===== config.mk =====
export PLATFORM = sky130hd
export DESIGN_NAME = axi_spi_flash_reader
export DESIGN_NICKNAME = d
export VERILOG_FILES = /design/src/rtl/axi_spi_flash_reader.sv
export SDC_FILE = /design/constraint.sdc
export NUM_CORES = 1
export LEC_CHECK = 0
export CAP_MARGIN = 20
export CORE_MARGIN = 5
export CORE_UTILIZATION = 55
export CTS_CLUSTER_SIZE = 30
export DETAILED_ROUTE_END_ITERATION = 12
export DONT_BUFFER_PORTS = 1
export PLACE_DENSITY = 0.73
export SLEW_MARGIN = 15
export SYNTH_ARGS = -nofsm -noshare
export SYNTH_HDL_FRONTEND = slang
export SYNTH_SLANG_ARGS = --single-unit

===== constraint.sdc =====
create_clock -name clock -period 2.8 [get_ports clock]
set_input_delay 0.42 -clock clock [delete_from_list [all_inputs] [get_ports clock]]
set_output_delay 0.42 -clock clock [all_outputs]
set_load 0.01 [all_outputs]

===== src/rtl/axi_spi_flash_reader.sv =====
// AXI4 slave that serves read bursts from a serial SPI flash using the plain read opcode.
// The write path is a stub that accepts one AW and its W burst, then answers SLVERR.
//
// state | meaning
// IDLE  | waiting for an AR; ar_ready high
// CMD   | shifting the read opcode out on dq_0
// ADDR  | shifting the 24-bit flash address out on dq_0
// DATA  | shifting 32 bits of one beat in from dq_1
// RESP  | presenting the beat on R; sck parked low
// GAP   | cs deasserted for the minimum deselect time
`timescale 1ns/1ps
module axi_spi_flash_reader #(
  parameter int          ADDR_WIDTH = 32,
  parameter int          ID_WIDTH   = 4,
  parameter int          SCK_DIV    = 2,
  parameter logic [7:0]  READ_CMD   = 8'h03
) (
  input  logic                  clock,
  input  logic                  reset,
  input  logic                  io_s_axi_aw_valid,
  output logic                  io_s_axi_aw_ready,
  input  logic [ID_WIDTH-1:0]   io_s_axi_aw_bits_id,
  input  logic [ADDR_WIDTH-1:0] io_s_axi_aw_bits_addr,
  input  logic [7:0]            io_s_axi_aw_bits_len,
  input  logic [2:0]            io_s_axi_aw_bits_size,
  input  logic [1:0]            io_s_axi_aw_bits_burst,
  input  logic                  io_s_axi_w_valid,
  output logic                  io_s_axi_w_ready,
  input  logic [31:0]           io_s_axi_w_bits_data,
  input  logic [3:0]            io_s_axi_w_bits_strb,
  input  logic                  io_s_axi_w_bits_last,
  output logic                  io_s_axi_b_valid,
  input  logic                  io_s_axi_b_ready,
  output logic [ID_WIDTH-1:0]   io_s_axi_b_bits_id,
  output logic [1:0]            io_s_axi_b_bits_resp,
  input  logic                  io_s_axi_ar_valid,
  output logic                  io_s_axi_ar_ready,
  input  logic [ID_WIDTH-1:0]   io_s_axi_ar_bits_id,
  input  logic [ADDR_WIDTH-1:0] io_s_axi_ar_bits_addr,
  input  logic [7:0]            io_s_axi_ar_bits_len,
  input  logic [2:0]            io_s_axi_ar_bits_size,
  input  logic [1:0]            io_s_axi_ar_bits_burst,
  output logic                  io_s_axi_r_valid,
  input  logic                  io_s_axi_r_ready,
  output logic [ID_WIDTH-1:0]   io_s_axi_r_bits_id,
  output logic [31:0]           io_s_axi_r_bits_data,
  output logic [1:0]            io_s_axi_r_bits_resp,
  output logic                  io_s_axi_r_bits_last,
  output logic                  io_qspi_cs,
  output logic                  io_qspi_sck,
  output logic                  io_qspi_dq_0,
  input  logic                  io_qspi_dq_1
);

  localparam logic [2:0] S_IDLE = 3'd0;
  localparam logic [2:0] S_CMD  = 3'd1;
  localparam logic [2:0] S_ADDR = 3'd2;
  localparam logic [2:0] S_DATA = 3'd3;
  localparam logic [2:0] S_RESP = 3'd4;
  localparam logic [2:0] S_GAP  = 3'd5;

  localparam int DW = $clog2(2 * SCK_DIV + 1);
  localparam logic [DW-1:0] HALF_LD = DW'(SCK_DIV - 1);
  localparam logic [DW-1:0] GAP_LD  = DW'(2 * SCK_DIV - 1);

  logic [2:0]          state_q, state_d;
  logic [ID_WIDTH-1:0] id_q, id_d;
  logic [7:0]          len_q, len_d;
  logic [7:0]          beat_q, beat_d;
  logic [DW-1:0]       div_q, div_d;
  logic [4:0]          bit_q, bit_d;
  logic                sck_q, sck_d;
  logic                cs_q, cs_d;
  logic [31:0]         shift_q, shift_d;
  logic [31:0]         rx_q, rx_d;
  logic                r_valid_q, r_valid_d;
  logic [31:0]         r_data_q, r_data_d;
  logic                r_last_q, r_last_d;
  logic [ID_WIDTH-1:0] r_id_q, r_id_d;
  logic                live_q, live_d;
  logic                aw_got_q, aw_got_d;
  logic                w_got_q, w_got_d;
  logic                b_valid_q, b_valid_d;
  logic [ID_WIDTH-1:0] awid_q, awid_d;

  logic ar_hs, aw_hs, w_hs, tick;
  logic unused_inputs;

  assign unused_inputs = ^{io_s_axi_aw_bits_addr, io_s_axi_aw_bits_len, io_s_axi_aw_bits_size,
                           io_s_axi_aw_bits_burst, io_s_axi_w_bits_data, io_s_axi_w_bits_strb,
                           io_s_axi_ar_bits_addr[ADDR_WIDTH-1:24], io_s_axi_ar_bits_size,
                           io_s_axi_ar_bits_burst};

  // live_q keeps every ready low while reset is held and lifts them on the first edge after.
  assign live_d            = 1'b1;
  assign io_s_axi_ar_ready = live_q && (state_q == S_IDLE);
  assign io_s_axi_aw_ready = live_q && !aw_got_q && !b_valid_q;
  assign io_s_axi_w_ready  = live_q && !w_got_q && !b_valid_q;
  assign ar_hs = io_s_axi_ar_valid && io_s_axi_ar_ready;
  assign aw_hs = io_s_axi_aw_valid && io_s_axi_aw_ready;
  assign w_hs  = io_s_axi_w_valid && io_s_axi_w_ready;
  assign tick  = (div_q == '0);

  always_comb begin
    state_d   = state_q;
    id_d      = id_q;
    len_d     = len_q;
    beat_d    = beat_q;
    div_d     = div_q;
    bit_d     = bit_q;
    sck_d     = sck_q;
    cs_d      = cs_q;
    shift_d   = shift_q;
    rx_d      = rx_q;
    r_valid_d = r_valid_q;
    r_data_d  = r_data_q;
    r_last_d  = r_last_q;
    r_id_d    = r_id_q;
    case (state_q)
      S_IDLE: begin
        if (ar_hs) begin
          state_d = S_CMD;
          id_d    = io_s_axi_ar_bits_id;
          len_d   = io_s_axi_ar_bits_len;
          beat_d  = 8'd0;
          cs_d    = 1'b0;
          sck_d   = 1'b0;
          bit_d   = 5'd0;
          div_d   = HALF_LD;
          shift_d = {READ_CMD, io_s_axi_ar_bits_addr[23:0]};
        end
      end
      S_CMD, S_ADDR, S_DATA: begin
        if (!tick) begin
          div_d = div_q - DW'(1);
        end else begin
          div_d = HALF_LD;
          sck_d = ~sck_q;
          if (!sck_q) begin
            if (state_q == S_DATA) rx_d = {rx_q[30:0], io_qspi_dq_1};
          end else begin
            // Falling edge: the next outgoing bit appears while sck is low.
            shift_d = {shift_q[30:0], 1'b0};
            bit_d   = bit_q + 5'd1;
            if (state_q == S_CMD && bit_q == 5'd7) state_d = S_ADDR;
            if (state_q == S_ADDR && bit_q == 5'd31) begin
              state_d = S_DATA;
              bit_d   = 5'd0;
            end
            if (state_q == S_DATA && bit_q == 5'd31) begin
              state_d   = S_RESP;
              bit_d     = 5'd0;
              r_valid_d = 1'b1;
              r_data_d  = {rx_q[7:0], rx_q[15:8], rx_q[23:16], rx_q[31:24]};
              r_last_d  = (beat_q == len_q);
              r_id_d    = id_q;
            end
          end
        end
      end
      S_RESP: begin
        if (io_s_axi_r_ready) begin
          r_valid_d = 1'b0;
          if (r_last_q) begin
            state_d = S_GAP;
            cs_d    = 1'b1;
            div_d   = GAP_LD;
          end else begin
            state_d = S_DATA;
            beat_d  = beat_q + 8'd1;
            div_d   = HALF_LD;
          end
        end
      end
      S_GAP: begin
        if (tick) state_d = S_IDLE;
        else      div_d   = div_q - DW'(1);
      end
      default: state_d = S_IDLE;
    endcase
  end

  always_comb begin
    aw_got_d  = aw_got_q | aw_hs;
    w_got_d   = w_got_q | (w_hs && io_s_axi_w_bits_last);
    awid_d    = aw_hs ? io_s_axi_aw_bits_id : awid_q;
    b_valid_d = b_valid_q;
    if (b_valid_q && io_s_axi_b_ready) begin
      b_valid_d = 1'b0;
      aw_got_d  = 1'b0;
      w_got_d   = 1'b0;
    end else if (aw_got_d && w_got_d) begin
      b_valid_d = 1'b1;
    end
  end

  always_ff @(posedge clock or negedge reset) begin
    if (!reset) begin
      state_q   <= S_IDLE;
      id_q      <= '0;
      len_q     <= '0;
      beat_q    <= '0;
      div_q     <= '0;
      bit_q     <= '0;
      sck_q     <= 1'b0;
      cs_q      <= 1'b1;
      shift_q   <= '0;
      rx_q      <= '0;
      r_valid_q <= 1'b0;
      r_data_q  <= '0;
      r_last_q  <= 1'b0;
      r_id_q    <= '0;
      live_q    <= 1'b0;
      aw_got_q  <= 1'b0;
      w_got_q   <= 1'b0;
      b_valid_q <= 1'b0;
      awid_q    <= '0;
    end else begin
      state_q   <= state_d;
      id_q      <= id_d;
      len_q     <= len_d;
      beat_q    <= beat_d;
      div_q     <= div_d;
      bit_q     <= bit_d;
      sck_q     <= sck_d;
      cs_q      <= cs_d;
      shift_q   <= shift_d;
      rx_q      <= rx_d;
      r_valid_q <= r_valid_d;
      r_data_q  <= r_data_d;
      r_last_q  <= r_last_d;
      r_id_q    <= r_id_d;
      live_q    <= live_d;
      aw_got_q  <= aw_got_d;
      w_got_q   <= w_got_d;
      b_valid_q <= b_valid_d;
      awid_q    <= awid_d;
    end
  end

  assign io_qspi_cs           = cs_q;
  assign io_qspi_sck          = sck_q;
  assign io_qspi_dq_0         = shift_q[31];
  assign io_s_axi_r_valid     = r_valid_q;
  assign io_s_axi_r_bits_id   = r_id_q;
  assign io_s_axi_r_bits_data = r_data_q;
  assign io_s_axi_r_bits_resp = 2'b00;
  assign io_s_axi_r_bits_last = r_last_q;
  assign io_s_axi_b_valid     = b_valid_q;
  assign io_s_axi_b_bits_id   = awid_q;
  assign io_s_axi_b_bits_resp = 2'b10;

endmodule


==> reports/qor.txt <==
Status -> finished, violations left
Violated checks -> hold timing
Global-route met2 utilization -> 29.2%
Cell Pwr Density -> 960 mW/mm²
Relative slew slack -> 51.3%
Max FO, Critical Path -> 13
Leak pwr -> 3.35 nW
Sum Neg Setup Slack -> 0 ns
Clock sinks -> 143
VDD IR max -> 0.478 mV
Sequential area share after synthesis -> 56.9%
First DRT Iteration DRCs -> 227
Final setup viols -> 0
Post-synth EDFFs -> 0
Critical path type -> flop to primary output
Post-DP HPWL -> 7800 µm
Mean Syn Cell Area -> 11.8 µm²
Min Tclk post-route -> 2.25 ns
H-Tree Depth -> 4
CTS buffer count -> 17
Max-cap violations -> 0
Met1 GRT Util -> 24.2%
Final GP Congestion -> 0.783
Layout Skew -> 0.00686 ns
Mapped Cells -> 532
Commonest cells after routing, fill and taps aside -> dfrtp_1 (142), o21ai_0 (72), mux2_2 (69)
Distinct cells, synth -> 60
Chip Height -> 117 µm
First-pass GRT wire length -> 20100 µm
Boundary Pins -> 196
Post-cts gate resize count -> 0
DIE AREA -> 0.0137 mm²
Ys Warns -> 0
Placeable Area -> 0.0113 mm²
Most common flop cell mapped by yosys -> dfrtp_1
ANT nets after route -> 0
Crit. End Element -> primary output
WP data required -> 2.38 ns
Clock latency on the worst-skew pair -> 0.42 ns
Initial core utilization -> 55.5%
Hold WC Path Type -> input pin to asynchronous set/reset pin
Post-route DRC -> 0
PortBufs -> 0
Routed WL -> 12100 µm
FFs w/ async S/R, synth -> 100%
Root buffer cell -> clkbuf_16
Via-to-Cell Ratio -> 5.80
Type of element launching the critical path -> flop
Pins Over Slew Limit -> 0
Register bit count reported by yosys -> 143
Final Hold Viols -> 143
Commonest non-fill, non-tap cell in the layout -> dfrtp_1
Std cell rows -> 39
Die Wd -> 117 µm
Vias post-DR -> 3956
Area Overhead vs Synth -> 10.9%
Slew @ Worst Pin -> 0.729 ns
Clock slew at reported path FFs -> 0.06 ns
Critical Path AT -> 1.83 ns
Post-CTS Setup Repair Bufs -> 0
FMAX -> 444 MHz
Largest net degree at the start of global routing -> 144
Share of cells above drive strength 1 -> 21.9%
Antenna diodes -> 0
GRT Max-Usage Layer -> met2
Net count, final -> 674
RSZ-0062 raised after global routing -> no
Grt met3 use -> 7.20%
Drt first pass iters -> 5
Grt ovf -> 0
Final period util -> 80.4%
Dpl cells -> 649
Post-Syn Area -> 0.00629 mm²
Number of global-route vias before repair -> 3962
WL per Instance -> 17.7 µm
CTS tree -> done
GRT Resource Usage Total -> 19.0%
Final Hold Slack -> -0.308 ns
Initial antenna violation count -> 0
Bufs on Longest Clock Path -> 2
Finished Layout Cells -> 682
[final cells by class]
cell class / count / area [µm²]
fill: 891 / 4350
timing repair buffer: 10 / 82.6
clock inverter: 12 / 139
tap: 143 / 179
inverter: 8 / 30.0
multi-input combinational: 346 / 2520
clock buffer: 20 / 437
sequential: 143 / 3580
[registers in the layout, indices dropped and copies added, names as in the netlist, 3 cells and up]
name                  cells
beat_q                    8
bit_q                     5
div_q                     3
id_q                      4
io_s_axi_b_bits_id        4
io_s_axi_r_bits_data     32
io_s_axi_r_bits_id        4
len_q                     8
rx_q                     32
shift_q                  32
state_q                   3
[kinds of logic after synthesis]
logic type / share of synthesized area [%]
AO/OA/AOI/OAI: 11.4
XOR/XNOR: 1.25
AND/OR/NAND/NOR: 8.86
buffers and inverters: 3.52
other: 0.119
flip-flops: 56.9
adder cells (fa/ha/maj): 0.995
multiplexers: 17.0
[final timing paths]
kind | start | endpoint | slack [ns] | cells past startpoint
worst max-delay path | state_q[0] | io_s_axi_ar_ready | 0.55 | 2
worst min-delay path | reset | beat_q[6] | -0.31 | 0
worst max register to register | state_q[2] | bit_q[3] | 0.64 | 5
worst min register to register | id_q[3] | id_q[3] | 0.48 | 2
max in group asynchronous | reset | io_qspi_cs | 2.93 | 0
min in group clock | io_s_axi_b_ready | aw_got_q | 0.08 | 1
[routing by layer]
layer / vias to the layer above / part of all wire [%] / wire length (µm)
li1: 1866 / - / -
met1: 1966 / 42 / 5060
met2: 105 / 48 / 5860
met3: 19 / 7.6 / 924
met4: 0 / 2.0 / 238
met5: - / 0 / 0
[power breakdown]
group | total, mW | leakage (nW) | switching [mW] | internal (mW)
Sequential | 2.82 | 1.91 | 0.336 | 2.49
Clock | 2.18 | 0.267 | 0.862 | 1.31
Combinational | 1.70 | 1.18 | 0.994 | 0.701
[metrics by stage]
stage	instance area, µm²	setup WS [ns]	power, mW	util [%]
finish	6970	0.549	6.69	61.6
global route	6970	0.453	7.13	61.6
CTS	6960	0.350	6.72	61.4
detailed placement	6380	0.374	4.52	56.4
global placement	6380	0.472	4.43	56.4
floorplan	6300	0.920	4.19	-
[Yosys cell counts (3+ instances only)]
library cell,instances,area share [%]
a21o_1,3,0.36
a21oi_1,9,0.72
and3_1,3,0.30
buf_2,18,1.4
buf_4,5,0.60
clkbuf_1,13,0.78
dfrtp_1,142,57
ha_1,5,1.0
inv_1,8,0.48
mux2_1,3,0.54
mux2_2,69,12
mux2i_1,24,3.8
nand2_1,62,3.7
nand2b_1,5,0.50
nor2_1,13,0.78
nor3b_1,3,0.36
nor4_1,5,0.50
o21ai_0,72,5.7
o31ai_1,7,0.84
or3_1,3,0.30
xor2_1,8,1.1
[worst max-delay path, cell delays in order, from the launching register on]
cell and delay (ns):
dfrtp_1 0.54, or2_1 0.40, nor3b_1 0.47
Power figures use the tool's default switching activity.
